`config.mk`:
```
export PLATFORM = sky130hd
export DESIGN_NAME = kernel_window_flat
export DESIGN_NICKNAME = d
export VERILOG_FILES = /design/src/rtl/kernel_window_if.sv /design/src/rtl/kernel_window.sv /design/src/flat_wrapper.sv
export SDC_FILE = /design/constraint.sdc
export NUM_CORES = 1
export LEC_CHECK = 0
export CAP_MARGIN = 15
export CORE_MARGIN = 2
export CORE_UTILIZATION = 35
export DETAILED_ROUTE_END_ITERATION = 6
export PLACE_DENSITY_LB_ADDON = 0.3
export SETUP_SLACK_MARGIN = 0.4
export SLEW_MARGIN = 30
export SYNTH_ARGS = -nofsm -noshare
export SYNTH_HDL_FRONTEND = slang
export SYNTH_SLANG_ARGS = --single-unit
```
`constraint.sdc`:
```
create_clock -name clk -period 1.35 [get_ports clk]
set_input_delay 0.3375 -clock clk [delete_from_list [all_inputs] [get_ports clk]]
set_output_delay 0.3375 -clock clk [all_outputs]
set_load 0.02 [all_outputs]
```
`src/rtl/kernel_window_if.sv`:
```
// Column-in / window-out stream bundle for kernel_window.
// master drives columns and consumes windows; slave is the window generator.
interface kernel_window_if #(
  parameter int DATA_WIDTH   = 8,
  parameter int BLOCK_WIDTH  = 3,
  parameter int BLOCK_HEIGHT = 3,
  parameter int COL_WIDTH    = 6
);
  logic                                              frame_start;
  logic [DATA_WIDTH*BLOCK_HEIGHT-1:0]                in_pixels;
  logic                                              in_valid;
  logic                                              in_ready;
  logic [DATA_WIDTH*BLOCK_WIDTH*BLOCK_HEIGHT-1:0]    out_pixels;
  logic                                              out_valid;
  logic                                              out_ready;
  logic [COL_WIDTH-1:0]                              out_col;
  logic                                              out_last;

  modport master (
    output frame_start, in_pixels, in_valid, out_ready,
    input  in_ready, out_pixels, out_valid, out_col, out_last
  );

  modport slave (
    input  frame_start, in_pixels, in_valid, out_ready,
    output in_ready, out_pixels, out_valid, out_col, out_last
  );
endinterface

```
`src/rtl/kernel_window.sv`:
```
// Sliding BLOCK_WIDTH x BLOCK_HEIGHT window generator with stride and end-of-line flag.
// Define KERNEL_WINDOW_EDGE_REPLICATE_EN to replicate the column-0 pixels across the window (left border).
module kernel_window #(
  parameter int BLOCK_WIDTH  = 3,
  parameter int BLOCK_HEIGHT = 3,
  parameter int DATA_WIDTH   = 8,
  parameter int IMAGE_WIDTH  = 64,
  parameter int STRIDE       = 1,
  parameter int COL_WIDTH    = $clog2(IMAGE_WIDTH)
) (
  input  logic            clk,
  input  logic            rst,
  kernel_window_if.slave  bus
);

  localparam int SW       = (STRIDE > 1) ? $clog2(STRIDE) : 1;
  localparam int WIN_W    = DATA_WIDTH * BLOCK_WIDTH * BLOCK_HEIGHT;
  localparam int LAST_MIN = (IMAGE_WIDTH > STRIDE) ? IMAGE_WIDTH - STRIDE : 0;

  localparam logic [COL_WIDTH-1:0] COL_MAX      = COL_WIDTH'(IMAGE_WIDTH - 1);
  localparam logic [COL_WIDTH-1:0] COL_LAST_MIN = COL_WIDTH'(LAST_MIN);
  localparam logic [SW-1:0]        STRIDE_MAX   = SW'(STRIDE - 1);
`ifdef KERNEL_WINDOW_EDGE_REPLICATE_EN
  localparam logic [COL_WIDTH-1:0] COL_FIRST    = '0;
`else
  localparam logic [COL_WIDTH-1:0] COL_FIRST    = COL_WIDTH'(BLOCK_WIDTH - 1);
`endif

  logic [WIN_W-1:0]     r_window;
  logic [COL_WIDTH-1:0] r_col;
  logic [SW-1:0]        r_stride;
  logic                 r_out_valid;
  logic [COL_WIDTH-1:0] r_out_col;
  logic                 r_out_last;

  logic                 w_in_ready;
  logic                 w_accept;
  logic [SW-1:0]        w_stride_cur;
  logic [SW-1:0]        w_stride_next;
  logic [COL_WIDTH-1:0] w_col_next;
  logic                 w_eligible;
  logic                 w_last;
  logic [WIN_W-1:0]     w_window_next;

  assign w_in_ready = !bus.frame_start && (!r_out_valid || bus.out_ready);
  assign w_accept   = bus.in_valid && w_in_ready;

  // Stride phase restarts at the first column that can complete a window.
  assign w_stride_cur  = (r_col == COL_FIRST) ? '0 : r_stride;
  assign w_stride_next = (w_stride_cur == STRIDE_MAX) ? '0 : w_stride_cur + SW'(1);
  assign w_col_next    = (r_col == COL_MAX) ? '0 : r_col + COL_WIDTH'(1);

`ifdef KERNEL_WINDOW_EDGE_REPLICATE_EN
  assign w_eligible = (w_stride_cur == '0);
`else
  assign w_eligible = (r_col >= COL_FIRST) && (w_stride_cur == '0);
`endif
  // The next eligible column is STRIDE away; it is last if that falls off the line.
  assign w_last = w_eligible && (r_col >= COL_LAST_MIN);

  always_comb begin
    w_window_next = r_window;
    for (int r = 0; r < BLOCK_HEIGHT; r++) begin
      for (int c = 0; c < BLOCK_WIDTH - 1; c++) begin
        w_window_next[(r*BLOCK_WIDTH+c)*DATA_WIDTH +: DATA_WIDTH] =
          r_window[(r*BLOCK_WIDTH+c+1)*DATA_WIDTH +: DATA_WIDTH];
      end
      w_window_next[(r*BLOCK_WIDTH+BLOCK_WIDTH-1)*DATA_WIDTH +: DATA_WIDTH] =
        bus.in_pixels[r*DATA_WIDTH +: DATA_WIDTH];
`ifdef KERNEL_WINDOW_EDGE_REPLICATE_EN
      if (r_col == '0) begin
        for (int c = 0; c < BLOCK_WIDTH; c++) begin
          w_window_next[(r*BLOCK_WIDTH+c)*DATA_WIDTH +: DATA_WIDTH] =
            bus.in_pixels[r*DATA_WIDTH +: DATA_WIDTH];
        end
      end
`endif
    end
  end

  always_ff @(posedge clk or negedge rst) begin
    if (!rst) begin
      r_window    <= '0;
      r_col       <= '0;
      r_stride    <= '0;
      r_out_valid <= 1'b0;
      r_out_col   <= '0;
      r_out_last  <= 1'b0;
    end else if (bus.frame_start) begin
      r_col       <= '0;
      r_stride    <= '0;
      r_out_valid <= 1'b0;
    end else if (w_accept) begin
      r_window    <= w_window_next;
      r_col       <= w_col_next;
      r_stride    <= w_stride_next;
      r_out_valid <= w_eligible;
      r_out_col   <= r_col;
      r_out_last  <= w_last;
    end else if (bus.out_ready) begin
      r_out_valid <= 1'b0;
    end
  end

  assign bus.in_ready   = w_in_ready;
  assign bus.out_pixels = r_window;
  assign bus.out_valid  = r_out_valid;
  assign bus.out_col    = r_out_col;
  assign bus.out_last   = r_out_last;

endmodule

```
`src/flat_wrapper.sv`:
```
// flat-port wrapper written by rule: the top's interface ports become plain ports
module kernel_window_flat 
#(
  parameter int BLOCK_WIDTH  = 3,
  parameter int BLOCK_HEIGHT = 3,
  parameter int DATA_WIDTH   = 8,
  parameter int IMAGE_WIDTH  = 64,
  parameter int STRIDE       = 1,
  parameter int COL_WIDTH    = $clog2(IMAGE_WIDTH)
)
  (clk, rst, bus_frame_start, bus_in_pixels, bus_in_valid, bus_out_ready, bus_in_ready, bus_out_pixels, bus_out_valid, bus_out_col, bus_out_last);
  kernel_window_if #(.DATA_WIDTH(DATA_WIDTH), .BLOCK_WIDTH(BLOCK_WIDTH), .BLOCK_HEIGHT(BLOCK_HEIGHT), .COL_WIDTH(COL_WIDTH)) bus_i ();
  input  logic clk;
  input  logic rst;
  input wire logic [$bits(bus_i.frame_start)-1:0] bus_frame_start;
  input wire logic [$bits(bus_i.in_pixels)-1:0] bus_in_pixels;
  input wire logic [$bits(bus_i.in_valid)-1:0] bus_in_valid;
  input wire logic [$bits(bus_i.out_ready)-1:0] bus_out_ready;
  output wire logic [$bits(bus_i.in_ready)-1:0] bus_in_ready;
  output wire logic [$bits(bus_i.out_pixels)-1:0] bus_out_pixels;
  output wire logic [$bits(bus_i.out_valid)-1:0] bus_out_valid;
  output wire logic [$bits(bus_i.out_col)-1:0] bus_out_col;
  output wire logic [$bits(bus_i.out_last)-1:0] bus_out_last;
  assign bus_i.frame_start = bus_frame_start;
  assign bus_i.in_pixels = bus_in_pixels;
  assign bus_i.in_valid = bus_in_valid;
  assign bus_i.out_ready = bus_out_ready;
  assign bus_in_ready = bus_i.in_ready;
  assign bus_out_pixels = bus_i.out_pixels;
  assign bus_out_valid = bus_i.out_valid;
  assign bus_out_col = bus_i.out_col;
  assign bus_out_last = bus_i.out_last;
  kernel_window #(.BLOCK_WIDTH(BLOCK_WIDTH), .BLOCK_HEIGHT(BLOCK_HEIGHT), .DATA_WIDTH(DATA_WIDTH), .IMAGE_WIDTH(IMAGE_WIDTH), .STRIDE(STRIDE), .COL_WIDTH(COL_WIDTH)) u_core (.clk(clk), .rst(rst), .bus(bus_i));
endmodule
```
# Yosys cells after proc, flatten, opt, wreduce, memory -nomap -nowiden
# Index checks and enable logic that the tools add are counted.
# word_totals
out_inout_bits,81
word_cells,34
in_bits,29
reg_bits,87
# classes
reduce_logical,10
eq_ne,2
n_mux,10
bitwise,2
magnitude_cmp,2
add_sub_neg,2
# op_table
cell,count
$mux 6,3
$mux 1,7
$add 6x1->6 const B,1
$eq 6x2->1 const B,1
$eq 6x6->1 const B,1
$ge 6x2->1 const B,1
$ge 6x6->1 const B,1
$logic_and 1x1->1,4
$reduce_bool 3->1,1
$logic_not 1->1,2
$not 1->1,2
$reduce_and 2->1,1
$reduce_bool 2->1,1
$add 1x1->1 const B,1
$logic_or 1x1->1,1

# Logic depth before layout (Yosys ltp)
# Gate-level depths: netlist of the first run.
# logic_depth
depth_word,6
depth_mapped,6
mapped_depth_nobuf,4

# Worst setup path before layout of the first run
# OpenSTA, ideal clock, no wires.
# synth_timing
path_type,register to register
start,"reg u_core.r_out_valid, in the netlist u_core.bus.out_valid"
end,"reg u_core.r_window[10], in the netlist u_core.bus.out_pixels[10]"
arrival_ns,1.297
path_slack_ns,-0.072
setup_ns,0.125
required_time_ns,1.225
stages_incl_launch_ff,6
path_buffers,2
synth_period_minus_slack_ns,1.422
cell_sequence,dfrtp_1 > nand2b_2 > nand3_4 > buf_6 > buf_6 > mux2_4
# synth_via
elab_chain_cells,5
# synth_lines
item,line_no,text
"start, declared",kernel_window.sv:32,logic r_out_valid;
"start signal, assigned",kernel_window.sv:97,r_out_valid <= w_eligible;
$logic_not 1->1,kernel_window.sv:45,assign w_in_ready = !bus.frame_start && (!r_out_valid || bus.out_ready);
$logic_or 1x1->1,kernel_window.sv:45,
$logic_and 1x1->1,kernel_window.sv:45,
$logic_and 1x1->1,kernel_window.sv:46,assign w_accept = bus.in_valid && w_in_ready;
$reduce_and 2->1 (no source line),-,
"end signal, assigned",kernel_window.sv:94,r_window <= w_window_next;
"end, declared",kernel_window.sv:29,logic [WIN_W-1:0] r_window;
# Every way passes these cells.
# A chain may end at the register's enable or synchronous reset.

# Final worst setup path of the first run
# layout_timing
start,"reg u_core.r_out_valid, in the netlist u_core.bus.out_valid"
end,"reg u_core.r_window[13], in the netlist u_core.bus.out_pixels[13]"
# Same word-level chain as after synthesis.

==> results.py, run 1 <==
metrics = {
    "setup_path": {
        "cp.required_ps": 1590,
        "timing.rr.end": "u_core.bus.out_pixels[13]",
        "crit_chain": "buf_4 > nand2b_4 > nand3_4 > buf_12 > clkbuf_16 > mux2_4",
        "rr_worst_depth": 6,
        "r2r_start": "u_core.bus.out_valid",
        "critical_path_arrival_ps": 1670,
        "regToRegSetupSlack_ps": -80,
        "crit_path_top_delay_cell": "dfrtp_2",
        "cpPeakStageDelay_ps": 410,
        "critPathMaxFanout": 9,
        "worst_setup_path_start_kind": "flip-flop",
        "end_kind": "flip-flop",
        "path_class": "reg2reg",
    },
    "global_routing": {
        "grt_max_degree": 39,
        "met3_usage_pct": 5.42,
        "grt_overflow": 0,
        "globalRouteMet2Util_pct": 25.9,
        "top_usage_layer": "met2",
        "antenna_found_initial": 0,
        "first_global_vias": 2575,
        "grt_pass1_wl_um": 12200,
        "met1_usage_pct": 17.3,
        "grt.total_usage_pct": 15.2,
    },
    "die": {
        "rows": 36,
        "die_y_um": 103,
        "ios": 110,
        "start_util_pct": 35.5,
        "fp.dieW_um": 103,
        "dieArea_um2": 10500,
        "core_um2": 9590,
    },
    "layout": {
        "syn2layout_area_growth_pct": 71.5,
        "nFillCells": 768,
        "nets": 446,
        "num_antenna_cells": 0,
        "drive_above_1_share_pct": 68.6,
    },
    "logic_synthesis": {
        "synthXorXnorAreaFrac_pct": 0,
        "syn_area_per_cell_um2": 15.7,
        "yosys-top-cells-count": "dfrtp_1, mux2_2, mux2_4",
        "yosys-top-cells-area": "dfrtp_1, mux2_2, mux2_4",
        "synth_top_area_share_pct": 63.2,
        "synth-simple-area-share_pct": 3.27,
        "yosys_warnings": 0,
        "syn_area_um2": 3410,
        "ys_seq_area_share_pct": 63.2,
        "synthArstFlopShare_pct": 100,
        "yosys_register_bits": 86,
        "ys_types": 25,
        "synth.most_common_cell": "dfrtp_1",
        "synth_top_area_cell": "dfrtp_1",
        "synthMuxAreaShare_pct": 27.6,
        "syn_inst": 217,
        "synth_flop_cell": "dfrtp_1",
        "synth_top_family_by_area": "multiplexers",
        "synth_edf_count": 0,
        "synth_nets": 248,
        "yosys.area_share.adder_pct": 0.735,
        "synth_compound_area_share_pct": 2.76,
    },
    "outcome": {
        "outcome": "complete, but fails checks",
        "violations": "negative setup slack",
    },
    "clocking": {
        "clock_latency_ps": 360,
        "cts_buffer_depth": 2,
        "cts_tree": "built",
        "path_clk_slew_ps": 90,
        "cts.htree.levels": 3,
        "numCtsBuffers": 9,
        "cts_sinks": 86,
        "root_buffer": "clkbuf_8",
    },
    "placement": {
        "portBuffers": 109,
        "hpwlAfterDp_um": 4890,
        "gp_congestion": 0.742,
    },
    "timing": {
        "totalNegativeSetupSlack_ps": -3790,
        "maxSlewHeadroom_pct": 83.9,
        "worst_slack_ps": -80.5,
        "rsz0062_at_grt": "true",
        "post-route-period-util_pct": 106,
        "setup_viol": 82,
        "slew_viol_final": 0,
        "worst_pin_slew_ps": 240,
        "max_freq_mhz": 699,
        "holdWs_ps": 368,
        "period_minus_slack_ps": 1430,
        "skew_ps": 12.1,
        "finalHoldViolations": 0,
    },
    "drt": {
        "drt_pre_antenna_iters": 4,
        "drtIter0Drc": 51,
        "vias": 2514,
        "wl_per_cell_um": 14.8,
        "vias_per_cell": 4.55,
        "drc_errors": 0,
        "drt_wl_total_um": 8170,
        "antenna_left": 0,
    },
    "hold_path": {
        "min_path_type": "in2async",
    },
    "power_and_ir_drop": {
        "p_leak_nw": 2.75,
        "vdd_ir_drop_max_uv": 889,
        "p_per_area_nw_per_um2": 1580,
    },
    "job": {
        "drv_cap": 0,
    },
}
[cell type report]
type                    count  area [µm²]  area share (%)
flip-flops and latches     86        2160            36.9
well taps                 133         166            2.85
multi-input cells         115        1290            22.0
inverters                   6        22.5           0.386
clock inverters             6        45.0           0.771
clock buffers              10         128            2.19
repair buffers            197        2040            34.9
[report_power, final]
group | internal (W) | switching [W]
Combinational | 0.00234 | 0.00158
Clock | 0.000678 | 0.000942
Sequential | 0.00321 | 0.000475
Total | 0.00622 | 0.00299
[routing by layer]
| layer | part of all wire [%] | vias up |
|---|---|---|
| met2 | 52 | 70 |
| met1 | 40 | 1264 |
| met4 | 1.9 | 0 |
| met5 | 0 | - |
| li1 | - | 1169 |
| met3 | 5.8 | 11 |
[worst max-delay path, delay by kind of cell, from the launching register on]
family	cells	cell delay, ps
buf+inv	3	470
flops	1	410
mux	1	290
simple gates	2	140
[cell families (layout without fill, tap and decap cells)]
group,after synthesis,after routing
adder cells (fa/ha/maj),2,2
buffers and inverters,16,219
flip-flops,86,86
AND/OR/NAND/NOR,19,19
multiplexers,80,80
AO/OA/AOI/OAI,14,14
[registers in the layout, summed over array words and instances (netlist names)]
signal,cells
u_core.bus.out_pixels,72
u_core.r_col,6
u_core.bus.out_col,6
u_core.bus.out_valid,1
u_core.bus.out_last,1
[placed cells by master (no fill, tap or decap), types with 4 or more instances in the layout]
master / instances
buf_4: 73
buf_12: 4
dfrtp_1: 83
clkbuf_16: 4
inv_2: 4
clkdlybuf4s50_1: 24
clkbuf_8: 9
buf_6: 84
mux2_2: 69
mux2_4: 11
[worst max path at each step]
stage	slack, ps	depth (start not counted)	to	from
after CTS	-100	5	u_core.bus.out_pixels[8]	u_core.bus.out_valid
after global placement	-570	4	bus_in_ready	bus_out_ready
after global routing	-120	3	bus_in_ready	u_core.bus.out_valid
after detailed placement	-570	4	bus_in_ready	bus_out_ready
after floorplan	3	5	u_core.bus.out_pixels[10]	u_core.bus.out_valid
final	-80	6	u_core.bus.out_pixels[13]	u_core.bus.out_valid
[repair_timing]
item	CTS	global route
pin swaps	8	9
resized for setup	498	18
hold buffers	1	0
gates cloned	1	5
endpoints found under the setup margin	167	170
setup buffers	38	13
endpoints found under the hold margin	15	0
[metrics by stage]
stage               util [%]  area, µm²  std cells  worst slack, ps  power, W
floorplan                  -       3450        217             3.02   0.00512
global placement        51.1       4910        479             -568   0.00679
detailed placement      51.1       4910        479             -571   0.00686
CTS                     57.8       5540        535            -98.0   0.00912
global route            60.9       5840        553             -123   0.00972
finish                  60.9       5840        553            -80.5   0.00922
No activity file was read; power rests on OpenSTA's default activity.
==> inputs of run 2 (changes only) <==
--- a/config.mk
+++ b/config.mk
@@ -8,10 +8,10 @@
 export CAP_MARGIN = 15
 export CORE_MARGIN = 2
 export CORE_UTILIZATION = 35
+export CTS_CLUSTER_DIAMETER = 120
 export DETAILED_ROUTE_END_ITERATION = 6
 export PLACE_DENSITY_LB_ADDON = 0.3
 export SETUP_SLACK_MARGIN = 0.4
-export SLEW_MARGIN = 30
 export SYNTH_ARGS = -nofsm -noshare
 export SYNTH_HDL_FRONTEND = slang
 export SYNTH_SLANG_ARGS = --single-unit
==> constraint.sdc (replaced) <==
create_clock -name clk -period 1.6 [get_ports clk]
set_input_delay 0.4 -clock clk [delete_from_list [all_inputs] [get_ports clk]]
set_output_delay 0.4 -clock clk [all_outputs]
set_load 0.02 [all_outputs]
==> run 2 against run 1 <==
Highest routed layer unchanged. Global-route usage rose by 0.30 points. Count of clock-buffer cells in the layout decreased by 1. Design area is 0.39% lower. Core utilization decreased by 0.23 points. Flip-flop and latch count unchanged. Clock power shrank 4%. The flow now finishes without violations. Critical endpoint is now u_core.bus.out_pixels[39]. Wire length fell by 3.1%. Power shrank 14%. Via count down 2.6%.
==> results.py, run 2 (same netlist as run 1, synthesis figures left out) <==
metrics = {
    "job": {
        "drv_cap": 0,
    },
    "layout": {
        "most-common-layout-cells": "buf_6, dfrtp_1, mux2_2",
        "nFillCells": 770,
        "layout_commonest_cell": "buf_6",
        "nets": 438,
        "drive_above_1_share_pct": 67.5,
        "multi_input_area_um2": 1250,
        "seqCellArea_um2": 2160,
        "largest_register_ffs": 72,
        "final_area_um2": 5820,
        "utilization_pct": 60.6,
        "num_antenna_cells": 0,
        "syn2layout_area_growth_pct": 70.8,
    },
    "timing": {
        "rsz0062_at_grt": "true",
        "holdWs_ps": 51.5,
        "post-route-period-util_pct": 94.8,
        "worst_pin_slew_ps": 452,
        "max_freq_mhz": 659,
        "totalNegativeSetupSlack_ps": 0,
        "skew_ps": 12.9,
        "period_minus_slack_ps": 1520,
        "slew_viol_final": 0,
        "setup_viol": 0,
        "finalHoldViolations": 0,
        "maxSlewHeadroom_pct": 69.8,
    },
    "die": {
        "dieArea_um2": 10500,
        "ios": 110,
        "core_um2": 9590,
        "start_util_pct": 35.5,
        "fp.dieW_um": 103,
        "rows": 36,
        "die_y_um": 103,
    },
    "global_routing": {
        "grt_pass1_wl_um": 12500,
        "grt_overflow": 0,
        "grt_max_degree": 87,
        "grt.total_usage_pct": 15.5,
        "antenna_found_initial": 0,
        "first_global_vias": 2485,
    },
    "placement": {
        "hpwlAfterDp_um": 4640,
        "dpl_cell_area_um2": 4770,
        "portBuffers": 109,
        "gp_congestion": 0.748,
    },
    "clocking": {
        "cts_tree": "built",
        "root_buffer": "clkbuf_8",
        "cts.htree.levels": 3,
        "clock_latency_ps": 350,
        "path_clk_slew_ps": 100,
        "cts_hold_buf": 0,
        "numCtsBuffers": 9,
        "cts_sinks": 86,
        "cts_buffer_depth": 2,
    },
    "drt": {
        "route.met3.wl_um": 353,
        "met1_length_um": 3240,
        "drt_wl_total_um": 7920,
        "wl_per_cell_um": 14.5,
        "drtIter0Drc": 62,
        "vias_per_cell": 4.49,
        "wl_met2_um": 4160,
        "drt_pre_antenna_iters": 4,
        "vias": 2449,
        "highest_layer": "met4",
        "drc_errors": 0,
        "antenna_left": 0,
    },
    "hold_path": {
        "min_path_type": "in2async",
    },
    "setup_path": {
        "path_class": "reg2reg",
        "critPathMaxFanout": 7,
        "crit_start": "u_core.bus.out_valid",
        "cp.required_ps": 1830,
        "worst_setup_path_start_kind": "flip-flop",
        "end_kind": "flip-flop",
        "critical_path_arrival_ps": 1750,
        "r2r_start": "u_core.bus.out_valid",
    },
    "outcome": {
        "outcome": "finished clean",
    },
    "power_and_ir_drop": {
        "swShare_pct": 31.9,
        "pwr-share-comb_pct": 41.2,
        "p_leak_nw": 2.74,
        "vdd_ir_drop_max_uv": 742,
        "seq_power_share_pct": 39.3,
        "p_switching_w": 0.00254,
        "pwr-share-clk_pct": 19.5,
        "p_per_area_nw_per_um2": 1370,
        "p_int_w": 0.00542,
    },
}
==> run 2: changes by cell type in the layout (fill, tap and decap cells not counted), moves of 2 or more <==
cell,previous run,this run
mux2_4,11,13
buf_4,73,64
nand3_1,2,4
buf_12,4,7
clkbuf_16,4,0
nand3_2,2,0
mux2_2,69,67
buf_16,2,5
==> run 2: repair_timing <==
item                                    4_1_cts  5_1_grt
setup buffers                                40       20
gates cloned                                  6        0
pin swaps                                     3        4
gates resized for setup                     504       14
endpoints found under the setup margin      166      167
==> run 2: power groups by stage <==
stage | clock [W] | sequential, W | combinational (W)
2_1_floorplan | 0 | 0.00370 | 0.000617
6_report | 0.00155 | 0.00313 | 0.00328
3_3_place_gp | 0 | 0.00306 | 0.00259
5_1_grt | 0.00173 | 0.00321 | 0.00348
4_1_cts | 0.00162 | 0.00312 | 0.00312
3_5_place_dp | 0 | 0.00309 | 0.00261
==> run 2: path summary, 6_finish.rpt <==
| check | depth (start not counted) | slack [ps] | end |
|---|---|---|---|
| worst max-delay path | 7 | 80 | u_core.bus.out_pixels[39] |
| max in group asynchronous | 2 | 1150 | u_core.r_col[1] |
| min in group clk | 1 | 530 | u_core.bus.out_pixels[25] |
| worst min register to register | 1 | 530 | u_core.bus.out_pixels[25] |
| worst min-delay path | 2 | 50 | u_core.bus.out_pixels[32] |
| worst max register to register | 7 | 80 | u_core.bus.out_pixels[39] |
==> run 2: area by class of cell <==
type	count	area share, %
Sequential cell	86	37.1
Timing Repair Buffer	189	34.7
Multi-Input combinational cell	115	21.5
Tap cell	133	2.86
Clock buffer	9	2.13
Clock inverter	7	1.35
Inverter	6	0.430
==> run 2: worst max-delay path: stages (launching register included) <==
cell and delay (ps):
dfrtp_2 420, buf_6 120, nand2b_4 70, nand3_4 90
buf_12 170, buf_12 130, buf_6 110, mux2_4 280
==> run 2: layer usage <==
layer	track usage, %	vias to the layer above
met2	25.7	65
met1	19.4	1221
li1	-	1148
met5	0	-
met3	4.00	15
met4	6.36	0
==> run 2: per-stage QoR <==
stage	total power, W	cells	setup slack (ps)
floorplan	0.00432	217	251
global placement	0.00565	463	-418
detailed placement	0.00570	463	-434
CTS	0.00787	525	53.2
global route	0.00842	545	38.8
finish	0.00796	545	82.9
==> inputs of run 3 (changes only) <==
--- a/config.mk
+++ b/config.mk
@@ -5,9 +5,12 @@
 export SDC_FILE = /design/constraint.sdc
 export NUM_CORES = 1
 export LEC_CHECK = 0
+export ABC_AREA = 1
 export CAP_MARGIN = 15
+export CELL_PAD_IN_SITES_DETAIL_PLACEMENT = 0
+export CELL_PAD_IN_SITES_GLOBAL_PLACEMENT = 1
 export CORE_MARGIN = 2
-export CORE_UTILIZATION = 35
+export CORE_UTILIZATION = 34
 export CTS_CLUSTER_DIAMETER = 120
 export DETAILED_ROUTE_END_ITERATION = 6
 export PLACE_DENSITY_LB_ADDON = 0.3
==> run 3 against run 2 <==
Non-clock buffer count is 30 higher. Wire length is 43% higher. Largest power group unchanged. Critical path type unchanged. Register-to-register slack better by 40 ps.
==> results.py, run 3 <==
metrics = {
    "global_routing": {
        "grt_overflow": 0,
        "grt.total_usage_pct": 21.0,
        "antenna_found_initial": 0,
        "grt_max_degree": 38,
        "grt_pass1_wl_um": 17600,
        "first_global_vias": 3259,
    },
    "timing": {
        "period_minus_slack_ps": 1470,
        "totalNegativeSetupSlack_ps": 0,
        "finalHoldViolations": 0,
        "slew_viol_final": 0,
        "maxSlewHeadroom_pct": 79.2,
        "max_freq_mhz": 679,
        "worst_pin_slew_ps": 311,
        "rsz0062_at_grt": "true",
        "post-route-period-util_pct": 92.1,
        "setup_viol": 0,
        "skew_ps": 12.4,
    },
    "drt": {
        "drc_errors": 0,
        "drtIter0Drc": 92,
        "antenna_left": 0,
        "drt_wl_total_um": 11300,
        "vias_per_cell": 4.55,
        "wl_per_cell_um": 15.9,
        "drt_pre_antenna_iters": 4,
        "vias": 3249,
    },
    "die": {
        "die_y_um": 104,
        "dieArea_um2": 10700,
        "core_um2": 9680,
        "ios": 110,
        "rows": 36,
        "fp.dieW_um": 104,
        "start_util_pct": 34.8,
    },
    "clocking": {
        "cts_sinks": 86,
        "root_buffer": "clkbuf_8",
        "cts_tree": "built",
        "path_clk_slew_ps": 90,
        "cts_buffer_depth": 2,
        "cts.htree.levels": 3,
        "numCtsBuffers": 9,
        "clock_latency_ps": 350,
    },
    "logic_synthesis": {
        "synth_nets": 394,
        "yosys_warnings": 0,
        "synth_flop_cell": "dfrtp_1",
        "yosys-top-cells-area": "dfrtp_1, nand2_1, o21ai_0",
        "yosys_register_bits": 86,
        "syn_area_um2": 3370,
        "synthArstFlopShare_pct": 100,
        "ys_types": 20,
        "syn_area_per_cell_um2": 9.28,
        "syn_inst": 363,
        "yosys-top-cells-count": "nand2_1, dfrtp_1, o21ai_0",
        "synth.most_common_cell": "nand2_1",
        "synth_edf_count": 0,
        "synth_top_area_cell": "dfrtp_1",
        "synth_top_area_share_pct": 63.9,
        "ys_seq_area_share_pct": 63.9,
    },
    "setup_path": {
        "worst_setup_path_start_kind": "flip-flop",
        "critPathMaxFanout": 8,
        "path_class": "reg2reg",
        "critical_path_arrival_ps": 1700,
        "cp.required_ps": 1830,
        "crit_path_top_delay_cell": "dfrtp_1",
        "end_kind": "flip-flop",
        "crit_chain": "nand2_2 > buf_6 > buf_6 > nand3_4 > buf_12 > buf_12 > buf_16 > nand2_1 > o21ai_1",
        "cpPeakStageDelay_ps": 400,
    },
    "power_and_ir_drop": {
        "vdd_ir_drop_max_uv": 562,
        "p_per_area_nw_per_um2": 1070,
        "p_leak_nw": 3.45,
    },
    "placement": {
        "gp_congestion": 0.798,
        "numPlacedInstances": 600,
        "portBuffers": 109,
        "dpl_cell_area_um2": 4670,
        "hpwlAfterDp_um": 5220,
    },
    "layout": {
        "nFillCells": 713,
        "final_area_um2": 6820,
        "seqCellArea_um2": 2150,
        "drive_above_1_share_pct": 57.3,
        "largest_register_ffs": 72,
        "layout_commonest_cell": "buf_6",
        "syn2layout_area_growth_pct": 102,
        "final_cell_count_no_fill": 714,
        "num_antenna_cells": 0,
        "multi_input_area_um2": 1510,
        "nets": 607,
        "most-common-layout-cells": "buf_6, dfrtp_1, buf_4",
    },
    "outcome": {
        "outcome": "finished clean",
    },
    "hold_path": {
        "min_path_type": "in2async",
    },
    "job": {
        "drv_cap": 0,
    },
}
[run 3: path summary, 6_finish.rpt]
check / slack [ps] / depth (start not counted) / start / endpoint
setup / recovery: 130 / 9 / u_core.bus.out_valid / u_core.bus.out_pixels[57]
hold / removal: 480 / 2 / rst / u_core.bus.out_pixels[26]
setup reg to reg: 130 / 9 / u_core.bus.out_valid / u_core.bus.out_pixels[57]
hold reg to reg: 510 / 2 / u_core.bus.out_pixels[30] / u_core.bus.out_pixels[30]
max in group asynchronous: 610 / 3 / rst / u_core.bus.out_col[5]
min in group clk: 510 / 3 / bus_frame_start / u_core.bus.out_valid
[run 3: per-stage QoR]
stage | power (W) | util, % | hold WS (ps) | setup slack, ps
global route | 0.00763 | 70.5 | 487 | 52.5
detailed placement | 0.00460 | 48.2 | 315 | -439
global placement | 0.00457 | 48.2 | 311 | -427
finish | 0.00727 | 70.5 | 476 | 126
CTS | 0.00692 | 64.3 | 471 | 145
floorplan | 0.00360 | - | 104 | 408
[run 3: final cells by class]
cell class | instances | share of cell area (%)
clock buffer | 11 | 1.93
clock inverter | 5 | 0.880
inverter | 35 | 2.00
multi-input combinational | 225 | 22.1
sequential | 86 | 31.6
tap | 133 | 2.44
timing repair buffer | 219 | 39.1
[run 3: cells by family (layout without fill, tap and decap cells)]
family          count (synthesis)  count (layout)  synth area share [%]
fa+ha+maj                       2               2                 0.743
compound gates                 62              62                  9.32
xor+xnor                        1               1                 0.260
simple gates                  160             160                  18.6
buf+inv                        52             270                  7.20
flops                          86              86                  63.9
[run 3: timing repair]
item,CTS,global route
cloned,22,0
resized for setup,614,117
pin swaps,3,16
hold buffers,1,0
setup buffers,48,27
endpoints found under the setup margin,167,167
endpoints found under the hold margin,19,0
[run 3: power breakdown]
| group | total (W) | switching (W) | internal, W |
|---|---|---|---|
| logic | 0.00294 | 0.00135 | 0.00160 |
| clock network | 0.00152 | 0.000790 | 0.000727 |
| registers | 0.00281 | 0.000283 | 0.00253 |
[run 3: worst max-delay path: cells and delay by family, from the launching register on]
| kind | cells | cell delay, ps |
|---|---|---|
| simple gates | 3 | 260 |
| buf+inv | 5 | 640 |
| flops | 1 | 400 |
| compound gates | 1 | 50 |
[run 3: layer usage]
layer	global-route usage, %	vias up	part of all wire [%]
li1	-	1576	-
met1	27.6	1592	42
met2	35.4	76	53
met3	4.34	5	4.7
met4	5.89	0	0.55
met5	0	-	0
